===== config.mk =====
export PLATFORM = sky130hd
export DESIGN_NAME = board_line_clear_ctrl_flat
export DESIGN_NICKNAME = d
export VERILOG_FILES = /design/src/rtl/tetris_board_pkg.sv /design/src/rtl/board_line_clear_ctrl_if.sv /design/src/rtl/line_clear_score.sv /design/src/rtl/board_line_clear_ctrl.sv /design/src/flat_wrapper.sv
export SDC_FILE = /design/constraint.sdc
export NUM_CORES = 1
export LEC_CHECK = 0
export ABC_AREA = 1
export BUFFER_PORTS_ARGS = -buffer_cell sky130_fd_sc_hd__buf_2
export CELL_PAD_IN_SITES_DETAIL_PLACEMENT = 0
export CELL_PAD_IN_SITES_GLOBAL_PLACEMENT = 1
export CORE_UTILIZATION = 32
export DETAILED_ROUTE_END_ITERATION = 8
export GPL_ROUTABILITY_DRIVEN = 1
export PLACE_DENSITY = 0.73
export SLEW_MARGIN = 25
export SYNTH_ARGS = -nofsm -noshare
export SYNTH_HDL_FRONTEND = slang
export SYNTH_SLANG_ARGS = --single-unit
export TNS_END_PERCENT = 50

===== constraint.sdc =====
create_clock -name clk -period 1.5 [get_ports clk]
set_input_delay 0.3 -clock clk [delete_from_list [all_inputs] [get_ports clk]]
set_output_delay 0.3 -clock clk [all_outputs]
set_load 0.01 [all_outputs]

===== src/rtl/tetris_board_pkg.sv =====
// Shared playfield constants, FSM state type and line-clear score table.
// The score table is used only by line_clear_score, which is built when
// LINE_CLEAR_SCORE_EN is defined.
package tetris_board_pkg;

   localparam int ROWS    = 20;
   localparam int COLS    = 10;
   localparam int CELL_W  = 3;
   localparam int ROW_W   = 5;
   localparam int COL_W   = 4;
   localparam int LINES_W = 5;
   localparam int SCORE_W = 16;

   localparam logic [ROW_W-1:0]  LAST_ROW   = ROW_W'(ROWS - 1);
   localparam logic [COL_W-1:0]  LAST_COL   = COL_W'(COLS - 1);
   localparam logic [CELL_W-1:0] EMPTY_CELL = '0;

   localparam logic [SCORE_W-1:0] SCORE_0 = 16'd0;
   localparam logic [SCORE_W-1:0] SCORE_1 = 16'd40;
   localparam logic [SCORE_W-1:0] SCORE_2 = 16'd100;
   localparam logic [SCORE_W-1:0] SCORE_3 = 16'd300;
   localparam logic [SCORE_W-1:0] SCORE_4 = 16'd1200;

   typedef enum logic [2:0] {
      ST_IDLE,
      ST_SCAN,
      ST_SHIFT,
      ST_CLEAR_TOP,
      ST_DONE
   } state_e;

   // Points awarded for one pass; four or more lines share the top award.
   function automatic logic [SCORE_W-1:0] line_points(input logic [LINES_W-1:0] lines);
      logic [SCORE_W-1:0] pts;
      case (lines)
         5'd0:    pts = SCORE_0;
         5'd1:    pts = SCORE_1;
         5'd2:    pts = SCORE_2;
         5'd3:    pts = SCORE_3;
         default: pts = SCORE_4;
      endcase
      return pts;
   endfunction

endpackage


===== src/rtl/board_line_clear_ctrl_if.sv =====
// Control handshake and board-storage port pair of the line-clear sequencer.
//
// Handshake: start is a one-cycle request, accepted only while busy is low;
// busy rises the cycle after acceptance and stays high through the cycle in
// which done pulses. lines_cleared is valid from done until the next pass
// ends. The board read is combinational (rd_data follows rd_row/rd_col in the
// same cycle); the board write happens on the clock edge where wr_en is high.
interface board_line_clear_ctrl_if;
   import tetris_board_pkg::*;

   logic                 start;
   logic                 busy;
   logic                 done;
   logic [LINES_W-1:0]   lines_cleared;
   logic [ROW_W-1:0]     rd_row;
   logic [COL_W-1:0]     rd_col;
   logic [CELL_W-1:0]    rd_data;
   logic                 wr_en;
   logic [ROW_W-1:0]     wr_row;
   logic [COL_W-1:0]     wr_col;
   logic [CELL_W-1:0]    wr_data;
   logic [SCORE_W-1:0]   score;

   // Sequencer side.
   modport master (
      input  start, rd_data,
      output busy, done, lines_cleared, rd_row, rd_col,
             wr_en, wr_row, wr_col, wr_data, score
   );

   // Game FSM / board storage side.
   modport slave (
      output start, rd_data,
      input  busy, done, lines_cleared, rd_row, rd_col,
             wr_en, wr_row, wr_col, wr_data, score
   );

endinterface


===== src/rtl/line_clear_score.sv =====
// Lines-to-points lookup with a saturating 16-bit score accumulator.
// The module only exists when LINE_CLEAR_SCORE_EN is defined.
`ifdef LINE_CLEAR_SCORE_EN
module line_clear_score
   import tetris_board_pkg::*;
(
   input  logic                clk,
   input  logic                reset,
   input  logic                i_add_en,
   input  logic [LINES_W-1:0]  i_lines,
   output logic [SCORE_W-1:0]  o_score
);

   logic [SCORE_W-1:0] r_score;
   logic [SCORE_W:0]   w_sum;

   // One extra bit catches overflow for saturation.
   always_comb begin
      w_sum = {1'b0, r_score} + {1'b0, line_points(i_lines)};
   end

   // Accumulate once per pass; only reset clears the score.
   always_ff @(posedge clk) begin
      if (reset) begin
         r_score <= '0;
      end else if (i_add_en) begin
         r_score <= w_sum[SCORE_W] ? '1 : w_sum[SCORE_W-1:0];
      end
   end

   assign o_score = r_score;

endmodule
`endif


===== src/rtl/board_line_clear_ctrl.sv =====
// Line-clear sequencer for the 20x10 playfield. Scans rows bottom-up, removes
// each full row by shifting everything above it down one row, blanks the top
// row, and rescans the same row index. Optional score keeping is enabled by
// defining LINE_CLEAR_SCORE_EN; otherwise score is tied to zero.
module board_line_clear_ctrl
   import tetris_board_pkg::*;
(
   input  logic                    clk,
   input  logic                    reset,
   board_line_clear_ctrl_if.master bus,
   output state_e                  dbg_state
);

   state_e               r_state,  w_state_nxt;
   logic [ROW_W-1:0]     r_row,    w_row_nxt;
   logic [ROW_W-1:0]     r_dst,    w_dst_nxt;
   logic [COL_W-1:0]     r_col,    w_col_nxt;
   logic [LINES_W-1:0]   r_lines,  w_lines_nxt;
   logic [LINES_W-1:0]   r_lines_cleared, w_lines_cleared_nxt;

   logic [ROW_W-1:0]     w_rd_row;
   logic [COL_W-1:0]     w_rd_col;
   logic                 w_wr_en;
   logic [ROW_W-1:0]     w_wr_row;
   logic [COL_W-1:0]     w_wr_col;
   logic [CELL_W-1:0]    w_wr_data;
   logic [SCORE_W-1:0]   w_score;

   // State and datapath registers; reset aborts a pass on the spot.
   always_ff @(posedge clk) begin
      if (reset) begin
         r_state         <= ST_IDLE;
         r_row           <= '0;
         r_dst           <= '0;
         r_col           <= '0;
         r_lines         <= '0;
         r_lines_cleared <= '0;
      end else begin
         r_state         <= w_state_nxt;
         r_row           <= w_row_nxt;
         r_dst           <= w_dst_nxt;
         r_col           <= w_col_nxt;
         r_lines         <= w_lines_nxt;
         r_lines_cleared <= w_lines_cleared_nxt;
      end
   end

   // Next-state and board-port decode.
   always_comb begin
      w_state_nxt         = r_state;
      w_row_nxt           = r_row;
      w_dst_nxt           = r_dst;
      w_col_nxt           = r_col;
      w_lines_nxt         = r_lines;
      w_lines_cleared_nxt = r_lines_cleared;
      w_rd_row            = '0;
      w_rd_col            = '0;
      w_wr_en             = 1'b0;
      w_wr_row            = '0;
      w_wr_col            = '0;
      w_wr_data           = EMPTY_CELL;

      case (r_state)
         ST_IDLE: begin
            if (bus.start) begin
               w_row_nxt   = LAST_ROW;
               w_col_nxt   = '0;
               w_lines_nxt = '0;
               w_state_nxt = ST_SCAN;
            end
         end

         ST_SCAN: begin
            w_rd_row = r_row;
            w_rd_col = r_col;
            if (bus.rd_data == EMPTY_CELL) begin
               // A hole ends this row's scan early.
               if (r_row == '0) begin
                  // Final count is latched on entry so it is valid with done.
                  w_lines_cleared_nxt = r_lines;
                  w_state_nxt         = ST_DONE;
               end else begin
                  w_row_nxt = r_row - 5'd1;
                  w_col_nxt = '0;
               end
            end else if (r_col == LAST_COL) begin
               w_dst_nxt   = r_row;
               w_col_nxt   = '0;
               w_state_nxt = (r_row == '0) ? ST_CLEAR_TOP : ST_SHIFT;
            end else begin
               w_col_nxt = r_col + 4'd1;
            end
         end

         ST_SHIFT: begin
            // Copy the cell directly above into the destination row.
            w_rd_row  = r_dst - 5'd1;
            w_rd_col  = r_col;
            w_wr_en   = 1'b1;
            w_wr_row  = r_dst;
            w_wr_col  = r_col;
            w_wr_data = bus.rd_data;
            if (r_col == LAST_COL) begin
               w_col_nxt = '0;
               if (r_dst == 5'd1) begin
                  w_state_nxt = ST_CLEAR_TOP;
               end else begin
                  w_dst_nxt = r_dst - 5'd1;
               end
            end else begin
               w_col_nxt = r_col + 4'd1;
            end
         end

         ST_CLEAR_TOP: begin
            w_wr_en   = 1'b1;
            w_wr_row  = '0;
            w_wr_col  = r_col;
            w_wr_data = EMPTY_CELL;
            if (r_col == LAST_COL) begin
               // Row index is kept so the row that moved down gets rescanned.
               w_lines_nxt = r_lines + 5'd1;
               w_col_nxt   = '0;
               w_state_nxt = ST_SCAN;
            end else begin
               w_col_nxt = r_col + 4'd1;
            end
         end

         ST_DONE: begin
            w_state_nxt = ST_IDLE;
         end

         default: begin
            w_state_nxt = ST_IDLE;
         end
      endcase
   end

`ifdef LINE_CLEAR_SCORE_EN
   line_clear_score u_score (
      .clk      (clk),
      .reset    (reset),
      .i_add_en (r_state == ST_DONE),
      .i_lines  (r_lines),
      .o_score  (w_score)
   );
`else
   assign w_score = '0;
`endif

   assign bus.busy          = (r_state != ST_IDLE);
   assign bus.done          = (r_state == ST_DONE);
   assign bus.lines_cleared = r_lines_cleared;
   assign bus.rd_row        = w_rd_row;
   assign bus.rd_col        = w_rd_col;
   assign bus.wr_en         = w_wr_en;
   assign bus.wr_row        = w_wr_row;
   assign bus.wr_col        = w_wr_col;
   assign bus.wr_data       = w_wr_data;
   assign bus.score         = w_score;
   assign dbg_state         = r_state;

endmodule


===== src/flat_wrapper.sv =====
// flat-port wrapper written by rule: the top's interface ports become plain ports
module board_line_clear_ctrl_flat import tetris_board_pkg::*;
  (clk, reset, dbg_state, bus_start, bus_rd_data, bus_busy, bus_done, bus_lines_cleared, bus_rd_row, bus_rd_col, bus_wr_en, bus_wr_row, bus_wr_col, bus_wr_data, bus_score);
  board_line_clear_ctrl_if bus_i ();
  input  logic clk;
  input  logic reset;
  output state_e dbg_state;
  input wire logic [$bits(bus_i.start)-1:0] bus_start;
  input wire logic [$bits(bus_i.rd_data)-1:0] bus_rd_data;
  output wire logic [$bits(bus_i.busy)-1:0] bus_busy;
  output wire logic [$bits(bus_i.done)-1:0] bus_done;
  output wire logic [$bits(bus_i.lines_cleared)-1:0] bus_lines_cleared;
  output wire logic [$bits(bus_i.rd_row)-1:0] bus_rd_row;
  output wire logic [$bits(bus_i.rd_col)-1:0] bus_rd_col;
  output wire logic [$bits(bus_i.wr_en)-1:0] bus_wr_en;
  output wire logic [$bits(bus_i.wr_row)-1:0] bus_wr_row;
  output wire logic [$bits(bus_i.wr_col)-1:0] bus_wr_col;
  output wire logic [$bits(bus_i.wr_data)-1:0] bus_wr_data;
  output wire logic [$bits(bus_i.score)-1:0] bus_score;
  assign bus_i.start = bus_start;
  assign bus_i.rd_data = bus_rd_data;
  assign bus_busy = bus_i.busy;
  assign bus_done = bus_i.done;
  assign bus_lines_cleared = bus_i.lines_cleared;
  assign bus_rd_row = bus_i.rd_row;
  assign bus_rd_col = bus_i.rd_col;
  assign bus_wr_en = bus_i.wr_en;
  assign bus_wr_row = bus_i.wr_row;
  assign bus_wr_col = bus_i.wr_col;
  assign bus_wr_data = bus_i.wr_data;
  assign bus_score = bus_i.score;
  board_line_clear_ctrl u_core (.clk(clk), .reset(reset), .bus(bus_i), .dbg_state(dbg_state));
endmodule

==> impl_results.md <==
* Global Route met2 Usage at 0.3115
* Filler Cell Count at 594
* Count of buffers from port buffering at 37
* GRT Max-Usage Layer: met2
* Hold violation count in the final report at 0
* CTS Buf Count at 3
* Final clock period utilization by the worst path at 1.197
* Antenna violations before repair at 0
* Outcome: complete, but fails checks
* Commonest non-fill, non-tap cell in the layout: sky130_fd_sc_hd__nor2_1
* TritonCTS clock tree: yes
* Die Ht at 77.92 um
* Violations in the final reports: negative setup slack
* Data arrival, critical path at 1490 ps
* Per-cell routed wire length at 11.72 um
* Number of buffers added to fix hold violations after cts at 0
* Wire length of the first global-routing pass at 8.362 mm
* Fin crit period at 1795 ps
* Total count of max-transition violations in the final report at 0
* Synthesized netlist cell count at 293
* Sort of element at the end of the critical path: output pin
* Standard-cell rows at 27
* Critical path fanouts, max at 2
* Final worst clock skew at 3.492 ps
* Startpoint of the lowest-slack register-to-register path: u_core.r_dst[1]
* Peak supply drop at 1.067 mV
* Global placement routability congestion at 0.8011
* Worst Path Required at 1200 ps
* Post-route DRC at 0
* Dpl cell area at 2280 um^2
* Worst setup startpoint: u_core.r_dst[1]
* Detailed Routing Iterations Pass 1 at 4
* Crit path largest cell delay at 350 ps
* Delay-heaviest family, CP: flip-flops
* Via count of the first global-routing pass at 1866
* Post-synthesis instance area at 1844 um^2
* Layout Cell Area excl Fill at 2724 um^2
* Synth Area per Inst at 6.294 um^2
* Register Area at 551.8 um^2
* Max-capacitance violation count at 0
* Initial drt markers at 93
* Post-detail-place hpwl at 3.627 mm
* Yosys top cell by area: sky130_fd_sc_hd__dfxtp_1
* Clock transition time at the flip-flop clock pins of the worst setup and hold paths at 100 ps
* Critical path launch point type: register
* Top post-synthesis cells by area: sky130_fd_sc_hd__dfxtp_1 29%, sky130_fd_sc_hd__nor2_1 13%, sky130_fd_sc_hd__nand2_1 10%, sky130_fd_sc_hd__nand3_1 6.8%, sky130_fd_sc_hd__inv_1 6.7%
* Final setup viols at 24
* Area growth from synthesis to final layout at 47.69%
* Die ar. at 6071 um^2
* CP max stage cell: sky130_fd_sc_hd__dfxtp_2
* Area share of the largest cell type after synthesis at 0.2931
* Met1 Use GR at 0.2162
* Most frequent cells in the layout: 53 x sky130_fd_sc_hd__nor2_1, 43 x sky130_fd_sc_hd__nand2_1, 38 x sky130_fd_sc_hd__buf_4
* Multi-input gate area in the final layout at 1279 um^2
* Pin count of the biggest net entering global routing at 17
* Startpoint of the tightest hold check path: reset
* Seq/Total Area, Yosys at 0.2931
* Post-synthesis sequential element count at 27
* Number of synthesis warnings at 0
* Clock insertion delay at the later pin of the skew report at 280 ps
* Effective utilization at floorplan at 0.3329
* Number of top-level pins at 54
* Highest attainable clock frequency at 0.5572 GHz
* Total overflow reported by the global router at 0
* CTS H-tree depth at 1
* Clock sinks at 27
* PnR worst setup slack at -294.8 ps
* Critical setup path kind: register to output pin
* Power density relative to cell area at 1619 nW/um^2
* Post-detailed-routing wire length at 5.273 mm
* Critical-path cell list: inv_2 > ha_4 > or2_4 > a21oi_4 > o21bai_4 > buf_6
* Routing usage on met3 at 0.01765
* Total number of vias at 2044
* Buffer cell driving the clock tree root: sky130_fd_sc_hd__clkbuf_8
* Antenna-violating nets left at 0
* Ant. Diodes at 0
* Min-Delay Path Class: primary input to register
* Total global routing track utilization at 0.1706
* Number of distinct standard cells referenced by the synthesized netlist at 25
* Vias/cell at 4.542
* Floorplan core area at 5540 um^2
* Leakage component of the power at 1.332 nW
* Max clock buf depth at 2
* Net count, final at 391
* Worst hold slack across all endpoints at 381.9 ps
* Unrepaired setup endpoints after global routing: yes
* Proportion of layout cells with a drive suffix above 1 at 0.4127
* Buffers and inverters on the worst path at 2
* Die width at 77.92 um
==> layout make-up <==
type	count	area share
inverters	38	0.05604
flip-flops and latches	27	0.2026
clock buffers	3	0.01516
multi-input cells	224	0.4695
clock inverters	1	0.002756
repair buffers	85	0.2209
well taps	72	0.03307
==> layer usage <==
layer  vias to the layer above  share of wire
met1                       929           0.44
li1                       1064              -
met2                        43           0.51
met3                         8          0.033
met4                         0          0.016
met5                         -              0
==> where the power goes <==
group / leakage, nW / internal, mW / switching, mW / total [mW]
clock: 0.0217 / 0.189 / 0.258 / 0.447
combinational: 1.09 / 1.32 / 1.70 / 3.02
sequential: 0.222 / 0.840 / 0.102 / 0.942
==> worst reg2reg max path: stages, from the launching register on <==
cell	delay, ps
sky130_fd_sc_hd__dfxtp_2	340
sky130_fd_sc_hd__inv_2	80
sky130_fd_sc_hd__buf_4	110
sky130_fd_sc_hd__buf_6	90
sky130_fd_sc_hd__buf_6	110
sky130_fd_sc_hd__ha_4	120
sky130_fd_sc_hd__inv_2	30
sky130_fd_sc_hd__nor2_2	130
sky130_fd_sc_hd__nand3_1	90
sky130_fd_sc_hd__nand2_1	90
sky130_fd_sc_hd__nand2_2	90
sky130_fd_sc_hd__inv_2	80
sky130_fd_sc_hd__nand3_2	60
sky130_fd_sc_hd__nand2_1	70
sky130_fd_sc_hd__nor2_1	50
==> cells in the mapped netlist, drive strengths merged <==
library cell / n
xor2: 4
buf: 17
xnor2: 1
clkbuf: 2
nand2: 53
nand4: 4
nor3: 1
o21bai: 1
nand3: 27
nor2: 69
inv: 38
conb: 1
ha: 6
a21oi: 16
o21ai: 22
or2: 3
a31oi: 1
dfxtp: 27
==> timing repair <==
item,CTS,global route
setup buffers,13,5
cloned,0,0
pin swaps,9,14
gates resized for setup,36,52
setup endpoints to repair,26,47
==> final timing paths <==
path | cells past startpoint | slack (ps) | to
worst max-delay path | 6 | -290 | bus_rd_row[2]
worst min-delay path | 3 | 380 | u_core.r_lines[3]
worst max register to register | 14 | -130 | u_core.dbg_state[0]
worst min register to register | 2 | 500 | u_core.r_lines[4]
==> sequential cells by signal (all words and copies together) (netlist names) <==
name	flops
u_core.r_col	4
u_core.dbg_state	3
u_core.r_lines	5
u_core.bus.lines_cleared	5
u_core.r_dst	5
u_core.r_row	5
==> through the flow <==
step / utilization / power (mW) / setup TNS [ps] / std cells / worst slack (ps)
detailed placement: 0.4115 / 3.213 / -117.6 / 429 / -87.29
global route: 0.4916 / 4.780 / -5350 / 450 / -354.0
global placement: 0.4115 / 3.215 / -51.63 / 429 / -51.63
finish: 0.4916 / 4.409 / -2946 / 450 / -294.8
floorplan: - / 2.398 / 0 / 308 / 14.09
CTS: 0.4551 / 4.087 / -2493 / 445 / -261.2
==> kinds of logic (layout without fill, tap and decap cells) <==
family                   Yosys count  count (layout)  synth area share
adder cells (fa/ha/maj)            6               6           0.04070
AND/OR/NAND/NOR                  157             157            0.3806
XOR/XNOR                           5               5           0.02374
other                              1              16          0.002033
flip-flops                        27              27            0.2931
buffers and inverters             57             127            0.1493
AO/OA/AOI/OAI                     40              40            0.1106
No activity file was read; power rests on OpenSTA's default activity.
